`src/rtl/vga_rect_fill_pkg.sv`:
```
// Shared screen geometry, FSM state encoding and span clipping for pixel engines.
// Latency: none (constants, types and a combinational helper function).
// Backpressure: none.
package vga_pkg;

  localparam int SCREEN_W = 160;  // visible columns, X in 0..SCREEN_W-1
  localparam int SCREEN_H = 120;  // visible rows,    Y in 0..SCREEN_H-1
  localparam int XW       = 8;
  localparam int YW       = 7;
  localparam int CW       = 3;

  typedef enum logic [1:0] {
    IDLE = 2'd0,
    PLOT = 2'd1,
    DONE = 2'd2
  } state_t;

  // Result of clipping one axis of a primitive against the screen.
  typedef struct packed {
    logic       empty;  // nothing of this span is visible
    logic [7:0] last;   // last visible coordinate (valid only when !empty)
  } span_t;

  // Clip [org, org+len) against [0, lim). The end is formed one bit wider
  // than the operands so a large origin plus length never wraps back onto
  // the screen.
  function automatic span_t clip_span(input logic [7:0] org,
                                      input logic [7:0] len,
                                      input logic [8:0] lim);
    logic [8:0] stop;
    span_t      s;
    stop = {1'b0, org} + {1'b0, len};
    if (stop > lim) begin
      stop = lim;
    end
    s.empty = (len == 8'd0) || ({1'b0, org} >= lim);
    s.last  = 8'(stop - 9'd1);
    return s;
  endfunction

endpackage

```
`src/rtl/vga_rect_fill_if.sv`:
```
// Request/plot bundle between rectangle-fill user logic and the plot sequencer.
// Latency: none (wires only).
// Backpressure: hold stalls the pixel stream; start is dropped while busy.
//   master: drives start/hold/x0/y0/w/h/color, observes VGA_X/VGA_Y/VGA_COLOR/plot/busy/done
//   slave : the sequencer side (vga_rect_fill)
interface vga_rect_fill_if;
  import vga_pkg::*;

  logic          start;
  logic          hold;
  logic [XW-1:0] x0;
  logic [YW-1:0] y0;
  logic [7:0]    w;
  logic [6:0]    h;
  logic [CW-1:0] color;

  logic [XW-1:0] VGA_X;
  logic [YW-1:0] VGA_Y;
  logic [CW-1:0] VGA_COLOR;
  logic          plot;
  logic          busy;
  logic          done;

  modport master (
    output start, hold, x0, y0, w, h, color,
    input  VGA_X, VGA_Y, VGA_COLOR, plot, busy, done
  );

  modport slave (
    input  start, hold, x0, y0, w, h, color,
    output VGA_X, VGA_Y, VGA_COLOR, plot, busy, done
  );

endinterface

```
`src/rtl/vga_rect_fill.sv`:
```
// Rectangle fill sequencer: latches a clipped rectangle and emits one plot strobe per pixel, raster order.
// Latency: first pixel one cycle after start is accepted, then one pixel per cycle; done one cycle after the last pixel.
// Backpressure: hold freezes the cursor and drops plot; start is only sampled in IDLE (never queued).
//   CLOCK_50 / Resetn : clock and asynchronous active-low reset
//   bus (slave)       : start/hold/x0/y0/w/h/color in; VGA_X/VGA_Y/VGA_COLOR/plot/busy/done out (all registered)
module vga_rect_fill
  import vga_pkg::*;
(
  input  logic           CLOCK_50,
  input  logic           Resetn,
  vga_rect_fill_if.slave bus
);

  state_t        state_q, state_d;
  logic [XW-1:0] x0_q, x0_d;      // left column, reloaded into cx at each new row
  logic [XW-1:0] xe_q, xe_d;      // last visible column
  logic [7:0]    ye_q, ye_d;      // last visible row (kept 8 bits, top bit always 0)
  logic [XW-1:0] cx_q, cx_d;
  logic [YW-1:0] cy_q, cy_d;
  logic [CW-1:0] col_q, col_d;
  logic [XW-1:0] vga_x_q, vga_x_d;
  logic [YW-1:0] vga_y_q, vga_y_d;
  logic [CW-1:0] vga_color_q, vga_color_d;
  logic          plot_q, plot_d;
  logic          busy_q, busy_d;
  logic          done_q, done_d;

  span_t         xs, ys;

  always_comb begin
    xs = clip_span(bus.x0, bus.w, 9'(SCREEN_W));
    ys = clip_span({1'b0, bus.y0}, {1'b0, bus.h}, 9'(SCREEN_H));

    state_d     = state_q;
    x0_d        = x0_q;
    xe_d        = xe_q;
    ye_d        = ye_q;
    cx_d        = cx_q;
    cy_d        = cy_q;
    col_d       = col_q;
    vga_x_d     = vga_x_q;
    vga_y_d     = vga_y_q;
    vga_color_d = vga_color_q;
    plot_d      = 1'b0;
    busy_d      = busy_q;
    done_d      = 1'b0;

    case (state_q)
      IDLE: begin
        busy_d = 1'b0;
        if (bus.start) begin
          x0_d  = bus.x0;
          cx_d  = bus.x0;
          cy_d  = bus.y0;
          col_d = bus.color;
          xe_d  = xs.last;
          ye_d  = ys.last;
          // An empty rectangle still produces a done pulse, but never busy.
          state_d = (xs.empty || ys.empty) ? DONE : PLOT;
        end
      end

      PLOT: begin
        busy_d = 1'b1;
        if (!bus.hold) begin
          vga_x_d     = cx_q;
          vga_y_d     = cy_q;
          vga_color_d = col_q;
          plot_d      = 1'b1;
          if (cx_q < xe_q) begin
            cx_d = cx_q + 8'd1;
          end else if ({1'b0, cy_q} < ye_q) begin
            cx_d = x0_q;
            cy_d = cy_q + 7'd1;
          end else begin
            state_d = DONE;
          end
        end
      end

      DONE: begin
        done_d  = 1'b1;
        busy_d  = 1'b0;
        state_d = IDLE;
      end

      default: begin
        state_d = IDLE;
      end
    endcase
  end

  always_ff @(posedge CLOCK_50 or negedge Resetn) begin
    if (!Resetn) begin
      state_q     <= IDLE;
      x0_q        <= '0;
      xe_q        <= '0;
      ye_q        <= '0;
      cx_q        <= '0;
      cy_q        <= '0;
      col_q       <= '0;
      vga_x_q     <= '0;
      vga_y_q     <= '0;
      vga_color_q <= '0;
      plot_q      <= 1'b0;
      busy_q      <= 1'b0;
      done_q      <= 1'b0;
    end else begin
      state_q     <= state_d;
      x0_q        <= x0_d;
      xe_q        <= xe_d;
      ye_q        <= ye_d;
      cx_q        <= cx_d;
      cy_q        <= cy_d;
      col_q       <= col_d;
      vga_x_q     <= vga_x_d;
      vga_y_q     <= vga_y_d;
      vga_color_q <= vga_color_d;
      plot_q      <= plot_d;
      busy_q      <= busy_d;
      done_q      <= done_d;
    end
  end

  assign bus.VGA_X     = vga_x_q;
  assign bus.VGA_Y     = vga_y_q;
  assign bus.VGA_COLOR = vga_color_q;
  assign bus.plot      = plot_q;
  assign bus.busy      = busy_q;
  assign bus.done      = done_q;

endmodule

```
`src/flat_wrapper.sv`:
```
// flat-port wrapper written by rule: the top's interface ports become plain ports
module vga_rect_fill_flat import vga_pkg::*;
  (CLOCK_50, Resetn, bus_start, bus_hold, bus_x0, bus_y0, bus_w, bus_h, bus_color, bus_VGA_X, bus_VGA_Y, bus_VGA_COLOR, bus_plot, bus_busy, bus_done);
  vga_rect_fill_if bus_i ();
  input  logic CLOCK_50;
  input  logic Resetn;
  input wire logic [$bits(bus_i.start)-1:0] bus_start;
  input wire logic [$bits(bus_i.hold)-1:0] bus_hold;
  input wire logic [$bits(bus_i.x0)-1:0] bus_x0;
  input wire logic [$bits(bus_i.y0)-1:0] bus_y0;
  input wire logic [$bits(bus_i.w)-1:0] bus_w;
  input wire logic [$bits(bus_i.h)-1:0] bus_h;
  input wire logic [$bits(bus_i.color)-1:0] bus_color;
  output wire logic [$bits(bus_i.VGA_X)-1:0] bus_VGA_X;
  output wire logic [$bits(bus_i.VGA_Y)-1:0] bus_VGA_Y;
  output wire logic [$bits(bus_i.VGA_COLOR)-1:0] bus_VGA_COLOR;
  output wire logic [$bits(bus_i.plot)-1:0] bus_plot;
  output wire logic [$bits(bus_i.busy)-1:0] bus_busy;
  output wire logic [$bits(bus_i.done)-1:0] bus_done;
  assign bus_i.start = bus_start;
  assign bus_i.hold = bus_hold;
  assign bus_i.x0 = bus_x0;
  assign bus_i.y0 = bus_y0;
  assign bus_i.w = bus_w;
  assign bus_i.h = bus_h;
  assign bus_i.color = bus_color;
  assign bus_VGA_X = bus_i.VGA_X;
  assign bus_VGA_Y = bus_i.VGA_Y;
  assign bus_VGA_COLOR = bus_i.VGA_COLOR;
  assign bus_plot = bus_i.plot;
  assign bus_busy = bus_i.busy;
  assign bus_done = bus_i.done;
  vga_rect_fill u_core (.CLOCK_50(CLOCK_50), .Resetn(Resetn), .bus(bus_i));
endmodule
```
`config.mk`:
```
export PLATFORM = sky130hd
export DESIGN_NAME = vga_rect_fill_flat
export DESIGN_NICKNAME = d
export VERILOG_FILES = /design/src/rtl/vga_rect_fill_pkg.sv /design/src/rtl/vga_rect_fill_if.sv /design/src/rtl/vga_rect_fill.sv /design/src/flat_wrapper.sv
export SDC_FILE = /design/constraint.sdc
export NUM_CORES = 1
export LEC_CHECK = 0
export ABC_AREA = 1
export CORE_MARGIN = 4
export CORE_UTILIZATION = 68
export CTS_BUF_LIST = sky130_fd_sc_hd__clkbuf_2
export DETAILED_ROUTE_END_ITERATION = 6
export DONT_BUFFER_PORTS = 1
export HOLD_SLACK_MARGIN = 0.03
export PLACE_DENSITY = 0.9
export SLEW_MARGIN = 40
export SYNTH_ARGS = -nofsm -noshare
export SYNTH_HDL_FRONTEND = slang
export SYNTH_SLANG_ARGS = --single-unit
```
`constraint.sdc`:
```
create_clock -name CLOCK_50 -period 3 [get_ports CLOCK_50]
set_input_delay 0.45 -clock CLOCK_50 [delete_from_list [all_inputs] [get_ports CLOCK_50]]
set_output_delay 0.45 -clock CLOCK_50 [all_outputs]
set_load 0.02 [all_outputs]
```
==> qor.yml, run 1 <==
status:
  status: "completed"
clocking:
  post-cts-setup-buffers: 0
  clock_latency_ns: 0.46
  clock_sinks: 65
  cts_buffer_depth: 2
  h-tree-depth: 3
  post_cts_resized: 0
  cts_root_buf: "clkbuf_2"
  numCtsBuffers: 9
  clk_pin_slew_ns: 0.17
  cts_tree: "built"
floorplan:
  fp.dieH_um: 87.83
  io-pin-count: 58
  die_area_mm2: 0.007713
  rows: 28
  die_w_um: 87.83
  initial_utilization: 0.7149
  core_area_mm2: 0.006061
min_path:
  hold_path.class: "in -> reg"
  hold_path_depth: 2
  hp-start: "bus_x0[1]"
  hold_end: "u_core.x0_q[1]$_DFFE_PN0P_"
global_route:
  first_global_vias: 3751
  grt_usage: 0.2718
  gr-total-overflow: 0
  grt_max_degree: 66
  antenna_found_initial: 0
  grt_pass1_wl_um: 16530
setup_path:
  cp.arrival_ns: 2.93
  reg2reg_to: "u_core.cy_q[0]$_DFFE_PN0P_"
  critPathBufInv: 1
  crit_required_ns: 3.42
  ff2ff_path_depth: 10
  crit_slowest_cell: "fa_1"
  crit_cells: 18
  cp_cell_sequence: "ha_1 > fa_1 > nand3_1 > nand2_1 > xnor2_2 > nor2_1 > nand2_1 > nor2_2 > nand2_2 > nand2_2 > nand2_2 > nand2_1 > ha_1 > inv_1 > nor4_2 > xor2_1 > nand2_1 > nand2_1"
  r2r_start: "u_core.cx_q[1]$_DFFE_PN0P_"
  regToRegSetupSlack_ns: 0.49
  end_kind: "register"
  critical-path-max-stage-delay_ns: 0.40
  worstPathMaxFanout: 4
  critPathTopFamily: "simple AND/OR/NAND/NOR gates"
  startpoint_type: "input port"
  criticalPathCategory: "in -> reg"
  path_common_cell: "nand2_1"
routing:
  drc: 0
  wirelength_um: 9666
  drtAntennaViolNets: 0
  first_iter_violations: 365
  detail_route.wl_per_cell_um: 14.60
  firstDrtPassIters: 5
  viasPerCell: 5.775
  route.vias.total: 3823
run:
  maxCapViolCount: 0
timing:
  finalSetupTns_ns: 0
  setup_viol: 0
  rsz0062_at_grt: "false"
  tightestPinTransition_ns: 0.5170
  max_freq_mhz: 398.3
  layout_min_cycle_time_ns: 2.511
  slew_viol_final: 0
  setup_ws_ns: 0.4891
  holdWs_ns: 0.09128
  fin_crit_sh: 0.8370
  fin_worst_skew_ns: 0.01839
  hold_violations: 0
  slew_headroom: 0.6554
yosys:
  yosysSeqAreaShare: 0.3754
  syn_area_mm2: 0.004333
  ys_ff_latch: 65
  synth_edf_count: 0
  ys_types: 41
  synthAdderAreaFrac: 0.1016
  yosys_most_used_dff: "dfrtp_1"
  synth_cells: 578
  synth-simple-area-share: 0.2452
  ys_async_sr_fraction: 1.000
  yosys-top-cells-area: "dfrtp_1, nand2_1, ha_1"
  synth_xor_xnor_area_share: 0.04129
  synth_fp_nets: 649
  synthMuxAreaShare: 0
  synth-compound-area-share: 0.1424
  synth_top_family_by_area: "simple AND/OR/NAND/NOR gates"
  yosys_warnings: 0
  synth_top_area_cell: "dfrtp_1"
  synth_top_area_share: 0.3754
  avgSynthCellArea_um2: 7.496
final_layout:
  final_cells: 662
  finalNetCount: 654
  drive_above_1_share: 0.08177
  antennaDiodeCount: 0
  areaGrowthSynthToFinish_pct: 4.938
  final_area_mm2: 0.004547
power:
  power_density_mw_per_mm2: 922.4
  vdd_drop_max_uv: 559.0
  pwr-share-comb: 0.480
  swShare: 0.4832
  p_leak_nw: 2.369
  internal_power_mw: 2.168
  switchingPower_mw: 2.026
  pwr-share-clk: 0.114
  seqPwrFrac: 0.406
placement:
  placed_area_mm2: 0.004402
  port_buffers: 0
  dp_hpwl_um: 7346
  dp_cells: 644
  place_congestion: 0.9222
  place_ws_ns: 0.02695
==> layout by cell type, fill, tap and decap left out, types with 10 or more instances in the layout <==
master	Yosys	final
nand2_1	147	147
inv_1	89	89
o21ai_0	66	66
dfrtp_1	65	65
ha_1	32	32
nand3_1	28	28
nor2_1	28	28
a21oi_1	26	26
xor2_1	10	10
clkbuf_2	0	10
==> sequential cells by signal (all words and copies together) (netlist names) <==
name,cells
u_core.bus.done,1
u_core.bus.busy,1
u_core.bus.VGA_Y,7
u_core.x0_q,8
u_core.xe_q,8
u_core.bus.VGA_COLOR,3
u_core.bus.VGA_X,8
u_core.state_q,2
u_core.ye_q,8
u_core.col_q,3
u_core.bus.plot,1
u_core.cx_q,8
u_core.cy_q,7
==> power groups by stage <==
stage	Sequential, mW	Clock, mW	Combinational (mW)
4_1_cts	1.70	0.485	1.99
3_5_place_dp	1.72	0	1.94
6_report	1.70	0.476	2.01
2_1_floorplan	1.63	0	1.59
3_3_place_gp	1.70	0	1.82
5_1_grt	1.75	0.518	2.35
==> cell usage after synthesis, types with 2 or more instances <==
library cell / instances
nor2_4: 2
dfrtp_1: 65
nand2_1: 147
nand2_2: 7
nor2_1: 28
buf_4: 2
o21ai_0: 66
xnor2_1: 3
xor2_1: 10
a21oi_2: 2
a21oi_1: 26
ha_1: 32
inv_1: 89
nand3_2: 3
xnor2_2: 3
buf_2: 2
clkbuf_1: 10
inv_2: 3
nand3b_1: 2
nor3_1: 7
o21ai_1: 6
nand3_1: 28
nand4_1: 7
a31oi_1: 2
o22ai_1: 3
fa_1: 2
nor2_2: 5
nor4_1: 3
==> how the worst max path moves through the flow <==
stage                               startpoint                         end  slack, ns
detailed placement                    bus_h[0]  u_core.ye_q[6]$_DFFE_PN0P_       0.03
finish                                bus_h[0]  u_core.ye_q[6]$_DFFE_PN0P_       0.49
global route        u_core.cx_q[1]$_DFFE_PN0P_  u_core.cx_q[7]$_DFFE_PN0P_       0.22
global placement                      bus_h[0]  u_core.ye_q[6]$_DFFE_PN0P_       0.18
CTS                 u_core.cx_q[1]$_DFFE_PN0P_  u_core.cy_q[0]$_DFFE_PN0P_       0.51
floorplan                             bus_h[0]  u_core.ye_q[6]$_DFFE_PN0P_       0.26
==> cell type report <==
| cell class | instances | area (µm²) |
|---|---|---|
| Multi-Input combinational cell | 407 | 2298 |
| Sequential cell | 65 | 1627 |
| Fill cell | 474 | 1514 |
| Inverter | 92 | 345.3 |
| Tap cell | 75 | 93.84 |
| Timing Repair Buffer | 8 | 85.08 |
| Clock buffer | 10 | 50.05 |
| Clock inverter | 5 | 47.55 |
==> through the flow <==
| step | utilization | power [mW] |
|---|---|---|
| 5_1_grt | 0.7502 | 4.621 |
| 4_1_cts | 0.7502 | 4.176 |
| 6_report | 0.7502 | 4.194 |
| 2_1_floorplan | - | 3.220 |
| 3_5_place_dp | 0.7263 | 3.657 |
| 3_3_place_gp | 0.7263 | 3.519 |
==> timing repair <==
item / 4_1_cts / 5_1_grt
endpoints found under the setup margin: 0 / 0
hold endpoints to repair: 66 / 0
hold buffers: 3 / 0
==> worst register-to-register path, delay by kind of cell (launching register included) <==
family,cells,cell delay [ns]
AOI/OAI and AO/OA,3,0.73
adders and majority gates,1,0.30
buffers and inverters,1,0.24
DFF,1,0.47
and+or+nand+nor,5,0.64
==> per-layer routing <==
| metal | share of wire | GRT usage |
|---|---|---|
| met2 | 0.45 | 0.4301 |
| met1 | 0.44 | 0.3581 |
| met5 | 0 | 0 |
| met3 | 0.079 | 0.05456 |
| met4 | 0.025 | 0.1311 |
==> logic make-up (layout without fill, tap and decap cells) <==
kind of cell | Yosys count | in the layout
AO/OA/AOI/OAI | 114 | 114
XOR/XNOR | 17 | 17
adder cells (fa/ha/maj) | 34 | 34
buffers and inverters | 106 | 115
flip-flops | 65 | 65
AND/OR/NAND/NOR | 242 | 242
(Power assumes the default switching activity.)
==> run 2, diff against run 1 <==
CORE_UTILIZATION = 66   (was 68)
PLACE_DENSITY = 0.88   (was 0.9)
clock period = 2.5 ns   (was 3 ns; I/O delays follow)
==> qor.yml, run 2 (synthesized netlist as in run 1, its figures left out) <==
floorplan:
  die_w_um: 89.03
  die_area_mm2: 0.007925
  fp.dieH_um: 89.03
  core_area_mm2: 0.006350
  rows: 29
  initial_utilization: 0.6824
  io-pin-count: 58
clocking:
  cts_buffer_depth: 2
  post_cts_resized: 0
  cts_tree: "built"
  cts_root_buf: "clkbuf_2"
  clock_latency_ns: 0.50
  h-tree-depth: 3
  clk_pin_slew_ns: 0.17
  clock_sinks: 65
  numCtsBuffers: 9
global_route:
  grt_max_degree: 66
  first_global_vias: 3705
  grt_pass1_wl_um: 15930
  gr-total-overflow: 0
  antenna_found_initial: 0
  grt_usage: 0.2588
setup_path:
  end_kind: "register"
  crit_required_ns: 2.90
  criticalPathCategory: "reg -> reg"
  cp.arrival_ns: 2.57
  ff2ff_path_depth: 13
  worstPathMaxFanout: 15
  startpoint_type: "register"
min_path:
  hold_path_depth: 2
  hold_path.class: "in -> reg"
placement:
  place_congestion: 0.9147
  dp_hpwl_um: 7405
  place_ws_ns: -0.07231
  port_buffers: 0
final_layout:
  multiInputGateArea_mm2: 0.002323
  areaGrowthSynthToFinish_pct: 9.183
  seq_area_mm2: 0.001627
  finalNetCount: 675
  fill_cells: 486
  post-route-util: 0.7450
  drive_above_1_share: 0.1053
  final_common_cell: "nand2_1"
  final_cell_mix: "nand2_1, inv_1, o21ai_0"
  antennaDiodeCount: 0
timing:
  hold_violations: 0
  holdWs_ns: 0.07204
  slew_headroom: 0.6392
  setup_ws_ns: 0.3259
  tightestPinTransition_ns: 0.5406
  finalSetupTns_ns: 0
  rsz0062_at_grt: "false"
  layout_min_cycle_time_ns: 2.174
  setup_viol: 0
  max_freq_mhz: 460.0
  slew_viol_final: 0
  fin_crit_sh: 0.8697
  fin_worst_skew_ns: 0.02007
routing:
  viasPerCell: 5.596
  first_iter_violations: 220
  drc: 0
  drtAntennaViolNets: 0
  route.vias.total: 3833
  detail_route.wl_per_cell_um: 13.93
  wirelength_um: 9539
  firstDrtPassIters: 5
power:
  power_density_mw_per_mm2: 1051
  p_leak_nw: 2.447
  power_mw: 4.974
  vdd_drop_max_uv: 739.7
run:
  maxCapViolCount: 0
status:
  status: "completed"
run 2: cell count changes in the layout (fill, tap and decap cells not counted), sizes merged:
cell	change
buf	+12
bufinv	-1
clkinvlp	+1
dlygate4sd3	+9
run 2: path summary, 6_finish.rpt:
kind | start | endpoint | slack, ns
worst max register to register | u_core.cx_q[1]$_DFFE_PN0P_ | u_core.cx_q[7]$_DFFE_PN0P_ | 0.33
worst max-delay path | u_core.cx_q[1]$_DFFE_PN0P_ | u_core.cx_q[7]$_DFFE_PN0P_ | 0.33
max in group asynchronous | Resetn | u_core.state_q[0]$_DFFE_PN0P_ | 1.85
worst min-delay path | bus_start | u_core.state_q[0]$_DFFE_PN0P_ | 0.07
min in group asynchronous | Resetn | u_core.bus.VGA_X[1]$_DFFE_PN0P_ | 0.37
worst min register to register | u_core.col_q[2]$_DFFE_PN0P_ | u_core.col_q[2]$_DFFE_PN0P_ | 0.50
run 2: layout make-up:
type / count / share of cell area
Multi-Input combinational cell: 407 / 0.4911
Clock buffer: 10 / 0.01058
Clock inverter: 5 / 0.005025
Sequential cell: 65 / 0.3438
Timing Repair Buffer: 29 / 0.05607
Tap cell: 77 / 0.02036
Inverter: 92 / 0.07300
run 2: timing repair:
action / in CTS / in global routing
hold buffers: 12 / 0
hold endpoints to repair: 78 / 0
endpoints found under the setup margin: 0 / 0
buffers inserted: 0 / 0
run 2: per-layer routing:
metal	share of wire	up-vias	track usage
met1	0.44	1770	0.3365
li1	-	1922	-
met5	0	-	0
met4	0.024	0	0.1177
met3	0.083	21	0.06083
met2	0.45	120	0.4123
run 2: report_power, final:
part | switching, mW | internal (mW) | total (mW) | leakage, nW
combinational | 1.56 | 0.915 | 2.47 | 1.59
clock | 0.349 | 0.118 | 0.467 | 0.0503
sequential | 0.504 | 1.53 | 2.04 | 0.804
total | 2.41 | 2.56 | 4.97 | 2.45
run 2: worst max-delay path: stages (launching register included):
cell and delay, ns:
dfrtp_1 0.46, ha_1 0.30, o21ai_0 0.07, nand2_1 0.07, nand3_1 0.07, nand2_1 0.07, nand4_1 0.08, nand2_1 0.07
inv_1 0.24, nand2_1 0.08, nand2_1 0.32, inv_1 0.10, nand2_1 0.07, nand2_1 0.05
run 2: per-stage QoR:
stage | std cells | instance area, µm²
after floorplan | 578 | 4358
after global placement | 658 | 4519
after detailed placement | 658 | 4519
after CTS | 685 | 4731
after global routing | 685 | 4731
final | 685 | 4731
